`config.mk`:
```
export PLATFORM = sky130hd
export DESIGN_NAME = pipeline_ctrl
export DESIGN_NICKNAME = d
export VERILOG_FILES = /design/src/rtl/pipeline_ctrl.sv
export SDC_FILE = /design/constraint.sdc
export NUM_CORES = 1
export LEC_CHECK = 0
export CAP_MARGIN = 20
export CELL_PAD_IN_SITES_DETAIL_PLACEMENT = 1
export CELL_PAD_IN_SITES_GLOBAL_PLACEMENT = 1
export CORE_MARGIN = 2
export CORE_UTILIZATION = 39
export CTS_CLUSTER_DIAMETER = 30
export CTS_CLUSTER_SIZE = 12
export DETAILED_ROUTE_END_ITERATION = 16
export PLACE_DENSITY_LB_ADDON = 0.08
export RECOVER_POWER = 50
export SKIP_CTS_REPAIR_TIMING = 1
export SYNTH_ARGS = -nofsm -noshare
export SYNTH_HDL_FRONTEND = slang
export SYNTH_SLANG_ARGS = --single-unit
```
`constraint.sdc`:
```
create_clock -name clk -period 3 [get_ports clk]
set_input_delay 0.45 -clock clk [delete_from_list [all_inputs] [get_ports clk]]
set_output_delay 0.45 -clock clk [all_outputs]
set_load 0.1 [all_outputs]
```
`src/rtl/pipeline_ctrl.sv`:
```
// pipeline_ctrl -- hazard and stall controller for a 5-stage in-order pipeline.
//
// Resolves three event sources with a fixed priority:
//   memory stall > taken branch > load-use hazard.
// A memory stall freezes the whole front end and bubbles MEM/WB. A taken
// branch flushes IF/ID and ID/EX, then keeps flushing IF/ID for FLUSH_CYCLES.
// A load-use hazard holds PC and IF/ID for one cycle and injects a bubble
// into ID/EX.
//
// Ports
//   clk, rst            clock, asynchronous active-low reset
//   id_rs1_sel/rs2_sel  ID-stage source registers
//   id_uses_rs1/rs2     ID instruction actually reads the source
//   ex_rd_sel           EX-stage destination register
//   ex_ctrl_mem_read    EX instruction is a load
//   ex_branch_taken     EX resolved a taken branch/jump
//   mem_req, mem_ready  data memory handshake
//   pc_en .. mem_wb_bubble  pipeline register enables / flushes (combinational)
//   state               FSM state (RUN=0, FLUSH=1, MEM_WAIT=2)
//   stall_cycles        saturating count of cycles with pc_en=0
//   err_timeout         sticky flag: MEM_WAIT lasted MEM_TIMEOUT cycles
module pipeline_ctrl #(
  parameter int unsigned FLUSH_CYCLES = 1,   // 0..15
  parameter int unsigned MEM_TIMEOUT  = 255  // 1..65535
) (
  input  logic        clk,
  input  logic        rst,
  input  logic [4:0]  id_rs1_sel,
  input  logic [4:0]  id_rs2_sel,
  input  logic        id_uses_rs1,
  input  logic        id_uses_rs2,
  input  logic [4:0]  ex_rd_sel,
  input  logic        ex_ctrl_mem_read,
  input  logic        ex_branch_taken,
  input  logic        mem_req,
  input  logic        mem_ready,
  output logic        pc_en,
  output logic        if_id_en,
  output logic        if_id_flush,
  output logic        id_ex_en,
  output logic        id_ex_flush,
  output logic        ex_mem_en,
  output logic        mem_wb_bubble,
  output logic [1:0]  state,
  output logic [31:0] stall_cycles,
  output logic        err_timeout
);

  typedef enum logic [1:0] {RUN = 2'd0, FLUSH = 2'd1, MEM_WAIT = 2'd2} state_t;

  typedef struct packed {
    logic pc_en;
    logic if_id_en;
    logic if_id_flush;
    logic id_ex_en;
    logic id_ex_flush;
    logic ex_mem_en;
    logic mem_wb_bubble;
  } ctrl_t;

  localparam logic [3:0]  FC = 4'(FLUSH_CYCLES);
  localparam logic [15:0] MT = 16'(MEM_TIMEOUT);

  state_t      st;
  logic [3:0]  flush_cnt;
  logic [15:0] wait_cnt;
  logic [15:0] wait_inc;
  logic        mem_stall;
  logic        lu_haz;
  ctrl_t       ctl;

  assign mem_stall = mem_req && !mem_ready;

  // x0 is never a real producer, so a load to x0 cannot create a hazard.
  assign lu_haz = ex_ctrl_mem_read && (ex_rd_sel != 5'd0) &&
                  ((id_uses_rs1 && (id_rs1_sel == ex_rd_sel)) ||
                   (id_uses_rs2 && (id_rs2_sel == ex_rd_sel)));

  // Saturate so a very long wait can never wrap back under the threshold.
  assign wait_inc = (wait_cnt == 16'hFFFF) ? wait_cnt : wait_cnt + 16'd1;

  // Outputs depend only on state and inputs. MEM_WAIT needs no special case:
  // once mem_ready rises mem_stall drops and the RUN rules apply directly.
  always_comb begin
    ctl = '0;
    if (rst) begin
      if (mem_stall) begin
        // Freeze everything; EX is frozen too, so a pending branch re-presents
        // after the stall. FLUSH keeps its IF/ID flush asserted while frozen.
        ctl.mem_wb_bubble = 1'b1;
        ctl.if_id_flush   = (st == FLUSH);
      end else if (ex_branch_taken) begin
        ctl = '{pc_en: 1'b1, if_id_en: 1'b1, if_id_flush: 1'b1, id_ex_en: 1'b1,
                id_ex_flush: 1'b1, ex_mem_en: 1'b1, mem_wb_bubble: 1'b0};
      end else if (lu_haz) begin
        ctl.id_ex_en    = 1'b1;
        ctl.id_ex_flush = 1'b1;
        ctl.ex_mem_en   = 1'b1;
        ctl.if_id_flush = (st == FLUSH);
      end else begin
        ctl.pc_en       = 1'b1;
        ctl.if_id_en    = 1'b1;
        ctl.id_ex_en    = 1'b1;
        ctl.ex_mem_en   = 1'b1;
        ctl.if_id_flush = (st == FLUSH);
      end
    end
  end

  assign pc_en         = ctl.pc_en;
  assign if_id_en      = ctl.if_id_en;
  assign if_id_flush   = ctl.if_id_flush;
  assign id_ex_en      = ctl.id_ex_en;
  assign id_ex_flush   = ctl.id_ex_flush;
  assign ex_mem_en     = ctl.ex_mem_en;
  assign mem_wb_bubble = ctl.mem_wb_bubble;
  assign state         = st;

  always_ff @(posedge clk or negedge rst) begin
    if (!rst) begin
      st           <= RUN;
      flush_cnt    <= '0;
      wait_cnt     <= '0;
      stall_cycles <= '0;
      err_timeout  <= 1'b0;
    end else begin
      if (!ctl.pc_en && (stall_cycles != '1))
        stall_cycles <= stall_cycles + 32'd1;

      case (st)
        RUN, MEM_WAIT: begin
          if (mem_stall) begin
            st <= MEM_WAIT;
            // Only cycles actually spent in MEM_WAIT count toward the timeout.
            if (st == MEM_WAIT) begin
              wait_cnt <= wait_inc;
              if (wait_inc >= MT) err_timeout <= 1'b1;
            end
          end else begin
            wait_cnt <= '0;
            if (ex_branch_taken && (FC != 4'd0)) begin
              st        <= FLUSH;
              flush_cnt <= FC;
            end else begin
              st <= RUN;
            end
          end
        end
        FLUSH: begin
          if (mem_stall) begin
            // frozen: hold state and counter
          end else if (ex_branch_taken) begin
            flush_cnt <= FC;
          end else if (flush_cnt < 4'd2) begin
            flush_cnt <= '0;
            st        <= RUN;
          end else begin
            flush_cnt <= flush_cnt - 4'd1;
          end
        end
        default: st <= RUN;
      endcase
    end
  end

endmodule

```
[Word-level counts from Yosys, hierarchy flattened]
Cells that the tools add are included.
Storage, ports and cells
  output and inout port bits: 42
  logic and storage cells: 62
  input port bits: 23
  bits in registers: 55
Cells by class
  muxes and demuxes: 23
  order comparisons: 2
  add/sub/neg operators: 3
  reductions and logical operators: 17
  equal/unequal tests: 12
Operators with widths (count)
  2-to-1 mux 16 bit: 3
  adder 32 x 1 -> 32 bit (second input constant): 1
  inequality test 32 bit (second input constant): 1
  2-to-1 mux 4 bit: 5
  adder 16 x 1 -> 16 bit (second input constant): 1
  == test 16 bit (second input constant): 1
  >= comparator 16 x 8 -> 1 bit (second input constant): 1
  2-to-1 mux 2 bit: 6
  == test 5 bit: 2
  inequality test 2 bit (second input constant): 4
  case mux 4 bit (2 select lines): 1
  AND reduction 4 bit: 2
  2-to-1 mux 7 bit: 1
  logical AND 1 bit: 6
  2-to-1 mux 6 bit: 1
  nonzero test 5 bit: 1
  < comparator 4 x 2 -> 1 bit (second input constant): 1
  2-to-1 mux 1 bit: 4
  inequality test 2 x 1 -> 1 bit (second input constant): 2
  case mux 2 bit (2 select lines): 1
  subtractor 4 x 1 -> 4 bit (second input constant): 1
  2-to-1 mux 3 bit: 1
  AND reduction 3 bit: 1
  == test 2 x 1 -> 1 bit (second input constant): 1
  7 further kinds: 8

[Depth between registers and ports, before layout]
Gate-level depths: netlist (run 1).
  depth in word-level cells: 10
  gate-level depth with buffers: 10
  gate-level depth less buffers: 7

[Worst setup path before layout (run 1)]
OpenSTA, ideal clock, no wires.
  kind: input to output
  start point: in mem_ready
  end point: out pc_en
  buffers on the path: 1
  stages on the path: 5
  arrival: 2696 ps
  path slack: -146 ps
  required time: 2550 ps
  cells stage by stage: nand2b_1 -> and2_1 -> o221a_1 -> or2_2 -> buf_4
On the way
  word-level cells in the longest chain between the ends: 4
Ends and longest elaborated chain
  from (decl): line 36  | input logic mem_ready,
  zero test 1 bit: line 72  | assign mem_stall = mem_req && !mem_ready;
  logical AND 1 bit: line 72
  2-to-1 mux 2 bit: line 87  | if (mem_stall) begin
  2-to-1 mux 7 bit: line 86  | if (rst) begin
  to (decl): line 37  | output logic pc_en,
No other way between the ends.

[Worst setup path in the final report (run 1)]
  start point: in ex_rd_sel[1]
  end point: out pc_en
On the way
  word-level cells in the longest chain between the ends: 8
  elaborated cells on any way between the ends: 12
  classes of those cells: 2 x eq/ne; 4 x mux; 6 x reduce/logical
Ends and longest elaborated chain
  from (decl): line 32  | input logic [4:0] ex_rd_sel,
  == test 5 bit (on tied branches): line 76, 77
  logical AND 1 bit (on tied branches): line 76, 77
  logical OR 1 bit: line 76  | ((id_uses_rs1 && (id_rs1_sel == ex_rd_sel)) ||
  logical AND 1 bit *: line 75  | assign lu_haz = ex_ctrl_mem_read && (ex_rd_sel != 5'd0) &&
  2-to-1 mux 2 bit *: line 95  | end else if (lu_haz) begin
  2-to-1 mux 6 bit *: line 92  | end else if (ex_branch_taken) begin
  2-to-1 mux 2 bit *: line 87
  2-to-1 mux 7 bit *: line 86
Every way passes the cells marked *; elsewhere a longest branch is shown, timed or not.

==> results.rst, run 1 <==
.. list-table::
   :header-rows: 1

   * - Metric
     - Value
   * - Proportion of register bits with asynchronous set or reset after synthesis
     - 100%
   * - Maximum Capacitance Violations
     - 0
   * - Final max-slew violation count
     - 0
   * - Slew at the pin closest to its max-slew limit
     - 1.40 ns
   * - Status
     - finished clean
   * - # setup viols final
     - 0
   * - Category of the most critical setup path
     - in -> out
   * - Logic depth of the worst register-to-register path
     - 8
   * - Via count of the first global-routing pass
     - ~2,900
   * - Boundary pin count
     - 65
   * - Total global routing overflow
     - 0
   * - CTS Buffer Depth
     - 2
   * - Setup TNS after final layout
     - 0 ns
   * - Layout net count
     - 433
   * - GP Congestion
     - about 0.81
   * - Global router's overall resource usage
     - between 20% and 30%
   * - Via total after detailed routing
     - roughly 2,800
   * - Smallest setup slack after layout
     - 0.308 ns
   * - Post-synthesis area per instance
     - around 9 um^2
   * - Seq/Total Area, Yosys
     - 43.3%
   * - Max-Slew Margin vs Limit
     - under 10%
   * - Remaining number of nets flagged by the antenna check after routing
     - 0
   * - Part of the cycle the worst path needs
     - 89.7%
   * - Data arrival, critical path
     - between 2 and 2.5 ns
   * - CTS Root Cell
     - sky130_fd_sc_hd__clkbuf_8
   * - Cell area after technology mapping
     - about 3200 um^2
   * - Capturing element of the worst setup path
     - pc_en
   * - CP startpoint kind
     - input pin
   * - Register-to-register setup slack
     - between 0.5 and 0.6 ns
   * - Initial Utilization
     - between 40% and 50%
   * - Final routed wirelength across all metal layers
     - approximately 8400 um
   * - Largest net degree at the start of global routing
     - 56
   * - Area growth from synthesis to layout
     - 23.4%
   * - Average detailed-routed wire length per instance
     - ~17 um
   * - Static leakage
     - 1.59 nW
   * - Initial antenna violation count
     - 0
   * - Syn. warnings
     - 0
   * - Post-detail-place hpwl
     - between 6000 and 7000 um
   * - Worst flop-to-flop path startpoint
     - stall_cycles[0]
   * - RSZ-0062 raised after global routing
     - no
   * - Fraction of final layout cells with drive strength greater than 1
     - between 10% and 20%
   * - DRC violation count after routing
     - 0
   * - Max Clock Skew
     - about 0.0076 ns
   * - Maximum fanout encountered on the critical timing path
     - 3
   * - CTS Buf Count
     - 5
   * - Data required time of the worst path
     - between 2 and 3 ns
   * - Floorplan row count
     - 32
   * - Path type of the worst min-delay path
     - reg -> reg
   * - Die X-Extent
     - between 90 and 100 um
   * - Synthesized instance count
     - 347
   * - CORE AREA
     - roughly 7800 um^2
   * - Sinks on the clock net
     - 55
   * - First-pass GRT wire length
     - around 14,000 um
   * - Achievable Freq
     - approximately 0.37 GHz
   * - Number of flip-flops and latches in the synthesized netlist
     - 55
   * - Initial DRC Count
     - around 70
   * - Number of levels the H-tree was split into
     - 2
   * - First-pass iteration count of the detailed router
     - 4
   * - Number of different library cells in the post-synthesis netlist
     - 53
   * - Worst hold-check slack
     - around 0.49 ns
   * - Worst ir drop on vdd
     - around 0.24 mV
   * - Crit. End Element
     - primary output
   * - P per Cell Area
     - ~610 nW/um^2
   * - Worst R2R End
     - stall_cycles[14]
   * - Die Ht
     - 94.3 um
   * - Per-cell via count in the routed design
     - between 5 and 6
   * - Synthesized netlist net count
     - around 370
   * - Die outline area
     - 8890 um^2
   * - Final design utilization
     - between 50 and 60%
   * - Leading register cell type out of synthesis
     - sky130_fd_sc_hd__dfrtp_1
   * - Clock input transition at the sequential cells of the worst setup and hold paths
     - about 0.11 ns
   * - Final period demand of the worst path
     - 2.69 ns
   * - Number of antenna diodes
     - 0
   * - Filler cells
     - about 900
   * - Final number of hold-violating endpoints
     - 0
   * - Minimum setup slack after placement
     - approximately 0.23 ns
   * - Number of port buffers
     - between 60 and 70
   * - Clk Latency, worst-skew pair
     - 0.31 ns
   * - CP startpoint
     - ex_rd_sel[1]
   * - Number of enable-type register cells in the synthesized netlist
     - 0
   * - TritonCTS clock tree
     - done
-- stage by stage --
step,cells,power [mW],area (um^2)
final,510,2.37,3920
after global routing,510,2.48,3920
after CTS,510,2.45,4000
after global placement,502,1.97,3900
after detailed placement,502,2.00,3900
after floorplan,347,1.71,3190
-- sequential cells by signal, summed over array words and instances (netlist names) --
| name | cells |
|---|---|
| err_timeout | 1 |
| flush_cnt | 4 |
| stall_cycles | 32 |
| state | 2 |
| wait_cnt | 16 |
-- how the worst min path moves through the flow --
stage | startpoint | end | slack, ns | depth (start not counted)
2_1_floorplan | rst | err_timeout | 0.15 | 0
6_report | stall_cycles[13] | stall_cycles[13] | 0.49 | 1
4_1_cts | rst | flush_cnt[0] | 0.39 | 2
3_5_place_dp | flush_cnt[3] | flush_cnt[3] | 0.48 | 1
5_1_grt | wait_cnt[7] | wait_cnt[7] | 0.52 | 1
3_3_place_gp | wait_cnt[7] | wait_cnt[7] | 0.47 | 1
-- final cells by class --
cell class                      instances  area, um^2  share of cell area [%]
Timing Repair Buffer                   71         608                    15.5
Tap cell                              102         128                    3.25
Clock buffer                            6        82.6                    2.10
Clock inverter                          2        16.3                   0.415
Sequential cell                        55        1380                    35.1
Multi-Input combinational cell        263        1670                    42.5
Inverter                               11        41.3                    1.05
-- synth_stat cells (2+ instances only) --
cell type / count / area, um^2
sky130_fd_sc_hd__nand4_1: 15 / 93.8
sky130_fd_sc_hd__xnor2_1: 22 / 193
sky130_fd_sc_hd__nand2b_1: 3 / 18.8
sky130_fd_sc_hd__nor4_1: 5 / 31.3
sky130_fd_sc_hd__a31oi_1: 4 / 25.0
sky130_fd_sc_hd__o21a_1: 3 / 22.5
sky130_fd_sc_hd__nand3_1: 17 / 85.1
sky130_fd_sc_hd__buf_6: 2 / 22.5
sky130_fd_sc_hd__nand2_1: 39 / 146
sky130_fd_sc_hd__nor2_1: 26 / 97.6
sky130_fd_sc_hd__o21ai_0: 24 / 120
sky130_fd_sc_hd__or2_2: 4 / 25.0
sky130_fd_sc_hd__a211oi_1: 2 / 15.0
sky130_fd_sc_hd__and2_1: 3 / 18.8
sky130_fd_sc_hd__a22o_1: 3 / 26.3
sky130_fd_sc_hd__and3_1: 5 / 31.3
sky130_fd_sc_hd__or4_1: 2 / 15.0
sky130_fd_sc_hd__xor2_1: 19 / 166
sky130_fd_sc_hd__dfrtp_1: 55 / 1380
sky130_fd_sc_hd__and4_1: 5 / 43.8
sky130_fd_sc_hd__clkbuf_1: 11 / 41.3
sky130_fd_sc_hd__or4_4: 2 / 22.5
sky130_fd_sc_hd__nor4_2: 5 / 62.6
sky130_fd_sc_hd__o22a_1: 2 / 17.5
sky130_fd_sc_hd__nor3_1: 13 / 65.1
sky130_fd_sc_hd__a21oi_1: 13 / 65.1
sky130_fd_sc_hd__or3_1: 3 / 18.8
sky130_fd_sc_hd__inv_1: 11 / 41.3
sky130_fd_sc_hd__buf_4: 3 / 22.5
sky130_fd_sc_hd__ha_1: 3 / 37.5
-- worst max-delay path, cell delays in order --
cell and delay, ns:
sky130_fd_sc_hd__clkdlybuf4s50_1 0.47, sky130_fd_sc_hd__or4_1 0.53, sky130_fd_sc_hd__o21ai_0 0.23, sky130_fd_sc_hd__o21a_1 0.19, sky130_fd_sc_hd__or2_2 0.19, sky130_fd_sc_hd__buf_12 0.18
-- routing by layer --
metal	track usage [%]	up-vias	part of all wire (%)
met2	36.8	53	52
met5	0	-	0
li1	-	1353	-
met1	25.4	1398	44
met3	2.81	9	2.7
met4	4.47	0	1.4
-- power breakdown --
group	internal, mW	switching, mW	leakage [nW]	total, mW
Combinational	0.202	0.791	0.836	0.993
Sequential	0.822	0.113	0.705	0.935
Clock	0.189	0.257	0.0474	0.447
Total	1.21	1.16	1.59	2.37
-- kinds of logic after synthesis --
kind of cell | after synthesis | synth area share, %
AOI/OAI and AO/OA | 62 | 12.2
xor gates and xnor gates | 41 | 11.3
adders and majority gates | 3 | 1.18
buffers and inverters | 29 | 4.33
DFF | 55 | 43.3
muxes | 1 | 0.354
and+or+nand+nor | 156 | 27.3
-- cells in the final DEF (no fill, tap or decap), types with 13 or more instances in the layout --
cell type                          n
sky130_fd_sc_hd__nor2_1           25
sky130_fd_sc_hd__clkdlybuf4s50_1  20
sky130_fd_sc_hd__nor3_1           13
sky130_fd_sc_hd__a21oi_1          13
sky130_fd_sc_hd__o21ai_0          24
sky130_fd_sc_hd__buf_4            21
sky130_fd_sc_hd__nand2_1          39
sky130_fd_sc_hd__xnor2_1          22
sky130_fd_sc_hd__clkbuf_1         20
sky130_fd_sc_hd__nand3_1          17
sky130_fd_sc_hd__xor2_1           19
sky130_fd_sc_hd__dfrtp_1          53
sky130_fd_sc_hd__nand4_1          15
(Power assumes the default switching activity.)
==> inputs of run 2 (changes only) <==
--- a/config.mk
+++ b/config.mk
@@ -13,6 +13,7 @@
 export CTS_CLUSTER_DIAMETER = 30
 export CTS_CLUSTER_SIZE = 12
 export DETAILED_ROUTE_END_ITERATION = 16
+export HOLD_SLACK_MARGIN = 0.12
 export PLACE_DENSITY_LB_ADDON = 0.08
 export RECOVER_POWER = 50
 export SKIP_CTS_REPAIR_TIMING = 1
==> results of run 2 <==
The final DEF is identical to that of run 1; final timing and power are the same.
==> inputs of run 3 (changes only) <==
--- a/config.mk
+++ b/config.mk
@@ -8,7 +8,6 @@
 export CAP_MARGIN = 20
 export CELL_PAD_IN_SITES_DETAIL_PLACEMENT = 1
 export CELL_PAD_IN_SITES_GLOBAL_PLACEMENT = 1
-export CORE_MARGIN = 2
 export CORE_UTILIZATION = 39
 export CTS_CLUSTER_DIAMETER = 30
 export CTS_CLUSTER_SIZE = 12
==> results.rst, run 3 (synthesized netlist as in run 1, its figures left out) <==
.. list-table::
   :header-rows: 1

   * - Metric
     - Value
   * - Worst path buffer plus inverter count
     - 2
   * - P per Cell Area
     - around 600 nW/um^2
   * - Smallest setup slack after layout
     - roughly 0.31 ns
   * - CTS Buf Count
     - 5
   * - Largest net degree at the start of global routing
     - 56
   * - Initial antenna violation count
     - 0
   * - Per-cell via count in the routed design
     - approximately 5.4
   * - DRC violation count after routing
     - 0
   * - WL met1
     - between 3000 and 4000 um
   * - Number of antenna diodes
     - 0
   * - Met2 WL post-DR
     - just over 4000 um
   * - Clk Latency, worst-skew pair
     - approximately 0.31 ns
   * - Data required time of the worst path
     - 2.55 ns
   * - Number of levels the H-tree was split into
     - 2
   * - GP Congestion
     - roughly 0.86
   * - Number of port buffers
     - 64
   * - Worst hold-check slack
     - roughly 0.5 ns
   * - # setup viols final
     - 0
   * - CORE AREA
     - between 7000 and 8000 um^2
   * - Area growth from synthesis to layout
     - 23.2%
   * - CTS Root Cell
     - sky130_fd_sc_hd__clkbuf_8
   * - Die Ht
     - between 90 and 100 um
   * - Final period demand of the worst path
     - 2.69 ns
   * - Category of cells accounting for the largest share of critical-path delay
     - simple AND/OR/NAND/NOR gates
   * - Detail Route met3 WL
     - 179 um
   * - Global router's overall resource usage
     - slightly above 20%
   * - Setup TNS after final layout
     - 0 ns
   * - Remaining number of nets flagged by the antenna check after routing
     - 0
   * - Maximum fanout encountered on the critical timing path
     - 3
   * - Post-route cell area
     - around 4000 um^2
   * - Boundary pin count
     - 65
   * - Placed cell area
     - about 4000 um^2
   * - Highest metal layer with signal wires
     - met4
   * - Largest registers ranked by flip-flop count
     - stall_cycles: 32 flops, wait_cnt: 16 flops, flush_cnt: 4 flops
   * - Static leakage
     - 1.59 nW
   * - Total global routing overflow
     - 0
   * - Fraction of final layout cells with drive strength greater than 1
     - between 10 and 15%
   * - Via count of the first global-routing pass
     - between 2,000 and 3,000
   * - Maximum Capacitance Violations
     - 0
   * - RSZ-0062 raised after global routing
     - no
   * - Layout net count
     - between 400 and 500
   * - Final routed wirelength across all metal layers
     - 8190 um
   * - Via total after detailed routing
     - ~2,700
   * - Max-Slew Margin vs Limit
     - under 10%
   * - CTS Buffer Depth
     - 2
   * - Initial Utilization
     - about two fifths
   * - Max incr delay on CP
     - ~0.53 ns
   * - Register with the most flip-flops
     - stall_cycles
   * - Worst ir drop on vdd
     - 0.268 mV
   * - Data arrival, critical path
     - about 2.2 ns
   * - Number of standard cells in the final layout excluding fillers
     - 510
   * - Cell with the largest stage delay on the worst path
     - sky130_fd_sc_hd__or4_1
   * - Floorplan row count
     - 32
   * - Number of placed instances with taps included
     - about 500
   * - Final number of hold-violating endpoints
     - 0
   * - Filler cells
     - around 930
   * - Sinks on the clock net
     - 55
   * - CP startpoint kind
     - input pin
   * - Path type of the worst min-delay path
     - reg -> reg
   * - Crit. End Element
     - primary output
   * - Category of the most critical setup path
     - in -> out
   * - Commonest non-fill, non-tap cells in the layout
     - sky130_fd_sc_hd__dfrtp_1, sky130_fd_sc_hd__nand2_1, sky130_fd_sc_hd__nor2_1
   * - Die X-Extent
     - about 92 um
   * - First-pass GRT wire length
     - about 14,000 um
   * - Final design utilization
     - ~50%
   * - Sequential Area
     - between 1000 and 1500 um^2
   * - Power after layout
     - about 2.3 mW
   * - TritonCTS clock tree
     - done
   * - Slew at the pin closest to its max-slew limit
     - about 1.4 ns
   * - Part of the cycle the worst path needs
     - 89.7%
   * - Commonest non-fill, non-tap cell in the layout
     - sky130_fd_sc_hd__dfrtp_1
   * - Post-detail-place hpwl
     - between 6000 and 7000 um
   * - Average detailed-routed wire length per instance
     - 16.0 um
   * - Flip-flop count of the largest register, all copies and words added
     - 32
   * - Ordered list of cells on the worst path
     - clkdlybuf4s50_1, or4_1, o21ai_0, o21a_1, or2_2, buf_12
   * - Initial DRC Count
     - 76
   * - Achievable Freq
     - 0.372 GHz
   * - Clock input transition at the sequential cells of the worst setup and hold paths
     - around 0.11 ns
   * - Minimum setup slack after placement
     - around 0.25 ns
   * - Max Clock Skew
     - between 0.01 and 0.015 ns
   * - Area occupied by multi-input gates
     - about 1700 um^2
   * - Die outline area
     - 8520 um^2
   * - Status
     - finished clean
   * - Final max-slew violation count
     - 0
   * - First-pass iteration count of the detailed router
     - 4
-- run 3: cell count changes in the layout (fill, tap and decap cells not counted) --
cell and change:
sky130_fd_sc_hd__inv_6 +1, sky130_fd_sc_hd__clkinv_2 +1, sky130_fd_sc_hd__clkbuf_8 -1, sky130_fd_sc_hd__clkinvlp_4 -1
-- run 3: final timing paths --
check                      cells past startpoint              from          endpoint  slack, ns
setup / recovery                               6      ex_rd_sel[1]             pc_en       0.31
hold / removal                                 1  stall_cycles[13]  stall_cycles[13]       0.49
setup reg to reg                               8   stall_cycles[0]  stall_cycles[18]       0.52
hold reg to reg                                1  stall_cycles[13]  stall_cycles[13]       0.49
max in group asynchronous                      2               rst   stall_cycles[0]       1.36
min in group asynchronous                      2               rst      flush_cnt[0]       0.73
-- run 3: cell type report --
class	instances	share of cell area, %
clock buffer	5	1.76
clock inverter	3	0.575
inverter	11	1.05
multi-input combinational	263	42.6
sequential	55	35.2
tap	102	3.26
timing repair buffer	71	15.5
-- run 3: per-layer routing --
layer,GRT usage (%),up-vias
met3,3.12,6
met4,4.82,0
met5,0,-
li1,-,1350
met1,25.9,1350
met2,36.9,36
-- run 3: where the power goes --
part | leakage, nW | internal (mW) | switching, mW
Sequential | 0.705 | 0.822 | 0.110
Combinational | 0.837 | 0.200 | 0.787
Clock | 0.0485 | 0.168 | 0.260
